File: config.mk
export PLATFORM = sky130hd
export DESIGN_NAME = adder_stage_sequencer
export DESIGN_NICKNAME = d
export VERILOG_FILES = /design/src/rtl/adder_stage_sequencer.sv
export SDC_FILE = /design/constraint.sdc
export NUM_CORES = 1
export LEC_CHECK = 0
export CAP_MARGIN = 0
export CORE_ASPECT_RATIO = 1.75
export CORE_MARGIN = 5
export CORE_UTILIZATION = 35
export DETAILED_ROUTE_END_ITERATION = 8
export PLACE_DENSITY_LB_ADDON = 0.12
export RECOVER_POWER = 50
export SYNTH_ARGS = -nofsm -noshare
export SYNTH_HDL_FRONTEND = slang
export SYNTH_SLANG_ARGS = --single-unit
File: constraint.sdc
create_clock -name clk -period 2.3 [get_ports clk]
set_clock_uncertainty 0.05 [all_clocks]
set_input_delay 0.69 -clock clk [delete_from_list [all_inputs] [get_ports clk]]
set_output_delay 0.69 -clock clk [all_outputs]
set_load 0.03 [all_outputs]
File: src/rtl/adder_stage_sequencer.sv
// Sequencer around a 4-bit ripple-carry adder: launches an operand pair,
// waits a fixed number of cycles for the ripple to settle, captures the
// result and hands it downstream over valid/ready. It also keeps a
// saturating count of overflow results.
module adder_stage_sequencer #(
  parameter int unsigned SETTLE_CYCLES = 4,
  parameter int unsigned CNT_W         = 4
) (
  input  logic       clk,
  input  logic       rst_n,
  input  logic       in_valid,
  output logic       in_ready,
  input  logic [3:0] in_a,
  input  logic [3:0] in_b,
  output logic [3:0] add_a,
  output logic [3:0] add_b,
  input  logic [3:0] add_sum,
  input  logic       add_carryout,
  input  logic       add_overflow,
  output logic       out_valid,
  input  logic       out_ready,
  output logic [3:0] out_sum,
  output logic       out_carryout,
  output logic       out_overflow,
  output logic       busy,
  input  logic       clear_stats,
  output logic [7:0] ovf_count
);

  localparam int unsigned OVF_W = 8;
  localparam logic [CNT_W-1:0] CNT_LOAD = CNT_W'(SETTLE_CYCLES - 1);
  localparam logic [OVF_W-1:0] OVF_MAX  = '1;

  typedef enum logic [1:0] {
    S_IDLE   = 2'd0,
    S_SETTLE = 2'd1,
    S_HOLD   = 2'd2
  } state_t;

  state_t           state;
  state_t           state_nxt;
  logic [CNT_W-1:0] cnt;
  logic             accept;
  logic             capture;
  logic             handoff;

  // State register
  always_ff @(posedge clk or negedge rst_n) begin
    if (!rst_n) state <= S_IDLE;
    else        state <= state_nxt;
  end

  // Next-state logic plus the strobes and flags decoded from the state
  always_comb begin
    state_nxt = state;
    accept    = 1'b0;
    capture   = 1'b0;
    handoff   = 1'b0;
    in_ready  = 1'b0;
    busy      = 1'b0;
    case (state)
      S_IDLE: begin
        in_ready = 1'b1;
        if (in_valid) begin
          accept    = 1'b1;
          state_nxt = S_SETTLE;
        end
      end
      S_SETTLE: begin
        busy = 1'b1;
        if (cnt == '0) begin
          capture   = 1'b1;
          state_nxt = S_HOLD;
        end
      end
      S_HOLD: begin
        busy = 1'b1;
        if (out_ready) begin
          handoff   = 1'b1;
          state_nxt = S_IDLE;
        end
      end
      default: state_nxt = S_IDLE;
    endcase
  end

  // Settle countdown, loaded on accept
  always_ff @(posedge clk or negedge rst_n) begin
    if (!rst_n)                                cnt <= '0;
    else if (accept)                           cnt <= CNT_LOAD;
    else if (state == S_SETTLE && cnt != '0)   cnt <= cnt - CNT_W'(1);
  end

  // Operand registers drive the adder and hold until the next accept
  always_ff @(posedge clk or negedge rst_n) begin
    if (!rst_n) begin
      add_a <= '0;
      add_b <= '0;
    end else if (accept) begin
      add_a <= in_a;
      add_b <= in_b;
    end
  end

  // Result registers hold until the next capture, even after handoff
  always_ff @(posedge clk or negedge rst_n) begin
    if (!rst_n) begin
      out_sum      <= '0;
      out_carryout <= 1'b0;
      out_overflow <= 1'b0;
    end else if (capture) begin
      out_sum      <= add_sum;
      out_carryout <= add_carryout;
      out_overflow <= add_overflow;
    end
  end

  // Result valid: set at capture, cleared at downstream handoff
  always_ff @(posedge clk or negedge rst_n) begin
    if (!rst_n)       out_valid <= 1'b0;
    else if (capture) out_valid <= 1'b1;
    else if (handoff) out_valid <= 1'b0;
  end

  // Saturating overflow counter; clear wins over a same-edge increment
  always_ff @(posedge clk or negedge rst_n) begin
    if (!rst_n)           ovf_count <= '0;
    else if (clear_stats) ovf_count <= '0;
    else if (capture && add_overflow && ovf_count != OVF_MAX)
      ovf_count <= ovf_count + OVF_W'(1);
  end

endmodule

* Word level (Yosys, flattened, before mapping)
Index checks and enable logic that the tools add are counted.
** Operators by class
- $add $sub $neg :: 2
- Eq/ne operators :: 6
- Multiplexer cells :: 18
- Reductions and logical operators :: 11
** Operator list (count)
- $mux W8 :: 2
- $mux W1 :: 10
- $add A8 B1 Y8 const B :: 1
- $mux W4 :: 2
- $ne A8 B8 Y1 const B :: 1
- $mux W2 :: 3
- $ne A2 B2 Y1 const B :: 3
- $pmux W2 S3 :: 1
- $reduce_bool A2 Y1 :: 3
- $logic_not A4 Y1 :: 1
- $reduce_bool A4 Y1 :: 1
- $sub A4 B1 Y4 const B :: 1
- $logic_and A1 B1 Y1 :: 3
- $reduce_and A3 Y1 :: 1
- $eq A2 B1 Y1 const B :: 1
- $eq A2 B2 Y1 const B :: 1
- $logic_not A2 Y1 :: 1
- $reduce_or A2 Y1 :: 1
** Storage, ports and cells
- Flip-flop bits (word level) :: 29
- Bits of input ports :: 19
- Word-level logic and storage cells :: 46

* Longest topological paths before layout
- Depth after elaboration :: 7
- Mapped depth :: 7

* Worst setup path after synthesis
Ideal clock, no wire load.
- Kind :: register -> register
- Start :: register cnt[0]
- End :: register state[0]
- Setup time :: 125 ps
- Data arrival time :: 1634 ps
- Data required time :: 2125 ps
- Slack :: 491 ps
- Stages on the path, launching flop included :: 6
- Buffers on the path :: 0
- Clock period less this slack :: 1809 ps
- Cells stage by stage :: dfrtp_1 inv_1 ha_1 or3b_2 a21oi_1 mux2_2
** Between the ends
- Cells in the longest elaborated chain, start to end :: 3
** Ends and longest elaborated chain
- start, declared :: RTL line 42 : logic [CNT_W-1:0] cnt;
- start signal, assigned :: RTL line 91 : else if (state == S_SETTLE && cnt != '0) cnt <= cnt - CNT_W'(1);
- $logic_not A4 Y1 :: RTL line 71 : if (cnt == '0) begin
- $ne A2 B2 Y1 (no line)
- $reduce_and A3 Y1 (no line)
- end signal, assigned :: RTL line 50 : else state <= state_nxt;
- end, declared :: RTL line 40 : state_t state;
No other way between the ends.
A chain may end at the register's enable or synchronous reset.

* Final worst setup path
- Start :: register ovf_count[3]
- End :: output port ovf_count[3]
** RTL lines
- start, declared :: RTL line 27 : output logic [7:0] ovf_count
- start signal, assigned :: RTL line 130 : ovf_count <= ovf_count + OVF_W'(1);
No word-level cell between the ends.

==> flow_summary.yaml <==
synth:
  postSynthNetCount: 141
  synth_warnings: 0
  synthCells: 115
  synth-seq-cells: 29
  yosys.cell_types.count: 32
  syn_avg_cell_area_um2: 11.87
  seq_area_frac_synth_pct: 53.16
  netlist_area_mm2: 0.001365
clocking:
  cts_resized: 2
  worstSkewPairLatency_ns: 0.27
  clkTransAtPathRegs_ns: 0.06
  cts-root-buf: "clkbuf_8"
  holdBufCountCts: 0
  cts_tree: "done"
  clock_sinks: 29
  post_cts_buffers: 0
  clock_path_buffers: 2
  cts-buffers-inserted: 5
  htree_levels: 2
drt:
  drtPass1Iterations: 4
  drt_iter0_drc: 19
  route.vias.total: 1074
  drtAntennaViolNets: 0
  vias_per_cell: 4.995
  drc: 0
  wire_per_inst_um: 13.63
  wl_um: 2931
floorplan:
  ios: 44
  rows: 30
  die_x_um: 57.21
  fp.dieH_um: 92.62
  start_util_pct: 35.65
  core_mm2: 0.003829
  fp.dieArea_mm2: 0.005299
pwr:
  p_per_area_mw_per_mm2: 1228
  p_leak_nw: 0.8754
  ir_worst_vdd_uv: 843.5
placed_design:
  dp_hpwl_um: 2330
  place_congestion: 0.7289
  io_buffers: 43
sta:
  slew_violations: 0
  min_period_ns: 2.202
  slew-limit-headroom_pct: 52.14
  worstMarginPinSlew_ns: 0.7179
  max_freq_ghz: 0.4542
  hold_violations: 0
  tns_ns: 0
  min_period_over_period_pct: 95.72
  rsz0062_at_grt: "false"
  setup_viol: 0
worst_setup_path:
  critPathArrivalTime_ns: 1.46
  crit_path_end_kind: "output port"
  worst-setup-path-type: "reg2out"
  slowest_stage: "clkdlybuf4s50_1"
  critPathLaunchType: "flop"
  critPathRequiredTime_ns: 1.56
  cp.buffers_inverters: 1
  crit_fanout: 6
  crit_chain: "clkdlybuf4s50_1"
  max_stage_delay_ns: 0.72
  critical-path-top-delay-family: "buffers and inverters"
final_layout:
  area_growth_pct: 44.91
  nets: 192
  antennaDiodeCount: 0
  fillCellCount: 371
  seqCellArea_um2: 725.7
  drive_gt1_share_pct: 15.57
  post-route-util_pct: 51.67
  multi_input_comb_area_um2: 598.1
grt:
  overflow: 0
  grt_pass1_wl_um: 5037
  grt_use_total_pct: 12.17
  grt_start_max_net_pins: 30
  antenna_found_initial: 0
  grt_pass1_vias: 1176
status:
  status: "finished clean"
flow_run:
  drv_cap: 0
min_path:
  min_path_type: "reg2reg"
==> through the flow <==
step	total power, mW	worst slack [ns]	hold slack, ns	instance area, µm²	std cells
finish	2.430	0.09845	0.4282	1978	215
global route	2.598	0.04248	0.4771	1978	215
CTS	2.478	0.06951	0.4364	1981	215
detailed placement	1.953	0.1200	0.4199	1867	207
global placement	1.925	0.1621	0.4099	1867	207
floorplan	1.499	0.4911	0.3444	1365	115
==> layout by cell type (no fill, tap or decap), types with 3 or more instances in the layout <==
cell type | Yosys | final
clkbuf_8 | 0 | 6
xor2_1 | 3 | 3
clkdlybuf4s50_1 | 0 | 39
nor3_1 | 4 | 4
nor2_1 | 6 | 6
nand2_1 | 8 | 8
a21oi_1 | 6 | 6
mux2_2 | 14 | 14
inv_1 | 8 | 8
dfrtp_1 | 29 | 29
ha_1 | 7 | 7
nand3_1 | 4 | 4
==> cells in the mapped netlist, drive strengths merged <==
cell | instances | area share (%)
o22ai | 1 | 0.46
nor2 | 6 | 1.6
a41oi | 1 | 0.64
a31oi | 2 | 0.92
and3 | 1 | 0.46
mux2i | 1 | 0.73
nand4 | 2 | 2.0
a21oi | 6 | 2.2
or3b | 1 | 0.64
o22a | 1 | 0.64
and4bb | 1 | 0.92
xnor2 | 1 | 0.64
buf | 2 | 0.82
a311oi | 2 | 1.3
a211oi | 1 | 0.55
o31ai | 1 | 0.55
nor3 | 4 | 1.5
o21a | 2 | 1.1
xor2 | 3 | 1.9
o211ai | 2 | 1.1
inv | 8 | 2.2
and2 | 1 | 0.46
nand4bb | 1 | 0.82
mux2 | 14 | 12
a21o | 1 | 0.55
ha | 7 | 6.4
nand2 | 8 | 2.2
nand3 | 4 | 1.5
dfrtp | 29 | 53
or3 | 1 | 0.46
==> cell families (layout without fill, tap and decap cells) <==
group | count (synthesis) | after routing | share of synthesized area [%]
adder cells (fa/ha/maj) | 7 | 7 | 6.416
AND/OR/NAND/NOR | 30 | 30 | 12.56
multiplexers | 15 | 15 | 12.28
XOR/XNOR | 4 | 4 | 2.567
buffers and inverters | 10 | 62 | 3.025
flip-flops | 29 | 29 | 53.16
AO/OA/AOI/OAI | 20 | 20 | 9.992
==> power breakdown <==
group | leakage, nW | switching (mW) | internal, mW | total [mW]
combinational | 0.450 | 0.613 | 0.505 | 1.12
sequential | 0.366 | 0.0952 | 0.686 | 0.781
clock | 0.0585 | 0.178 | 0.352 | 0.531
total | 0.875 | 0.887 | 1.54 | 2.43
==> state kept, by name, summed over array words and instances, names as in the netlist <==
name          cells
ovf_count         8
add_a             4
add_b             4
cnt               4
out_sum           4
state             2
out_carryout      1
out_overflow      1
out_valid         1
==> metal layers <==
| layer | track usage (%) | part of all wire, % | vias up |
|---|---|---|---|
| li1 | - | - | 513 |
| met1 | 10.92 | 35 | 524 |
| met2 | 22.71 | 57 | 31 |
| met3 | 4.184 | 6.4 | 6 |
| met4 | 6.770 | 2.2 | 0 |
| met5 | 0 | 0 | - |
==> worst paths after layout <==
path	startpoint	endpoint	slack, ns	cells after the start
setup reg to reg	cnt[0]$_DFFE_PN0P_	state[0]$_DFFE_PN0P_	0.35	5
max in group asynchronous	rst_n	add_a[0]$_DFFE_PN0P_	0.79	2
setup / recovery	ovf_count[3]$_DFFE_PN0P_	ovf_count[3]	0.1	1
hold reg to reg	out_valid$_DFFE_PN0P_	out_valid$_DFFE_PN0P_	0.43	2
hold / removal	out_valid$_DFFE_PN0P_	out_valid$_DFFE_PN0P_	0.43	2
min in group asynchronous	rst_n	ovf_count[7]$_DFFE_PN0P_	0.95	2
==> cell type report <==
cell class	count	area share, %
sequential	29	36.69
multi-input combinational	76	30.23
timing repair buffer	46	22.64
clock buffer	7	4.364
tap	48	3.036
clock inverter	1	1.518
inverter	8	1.518
Power figures use the tool's default switching activity.
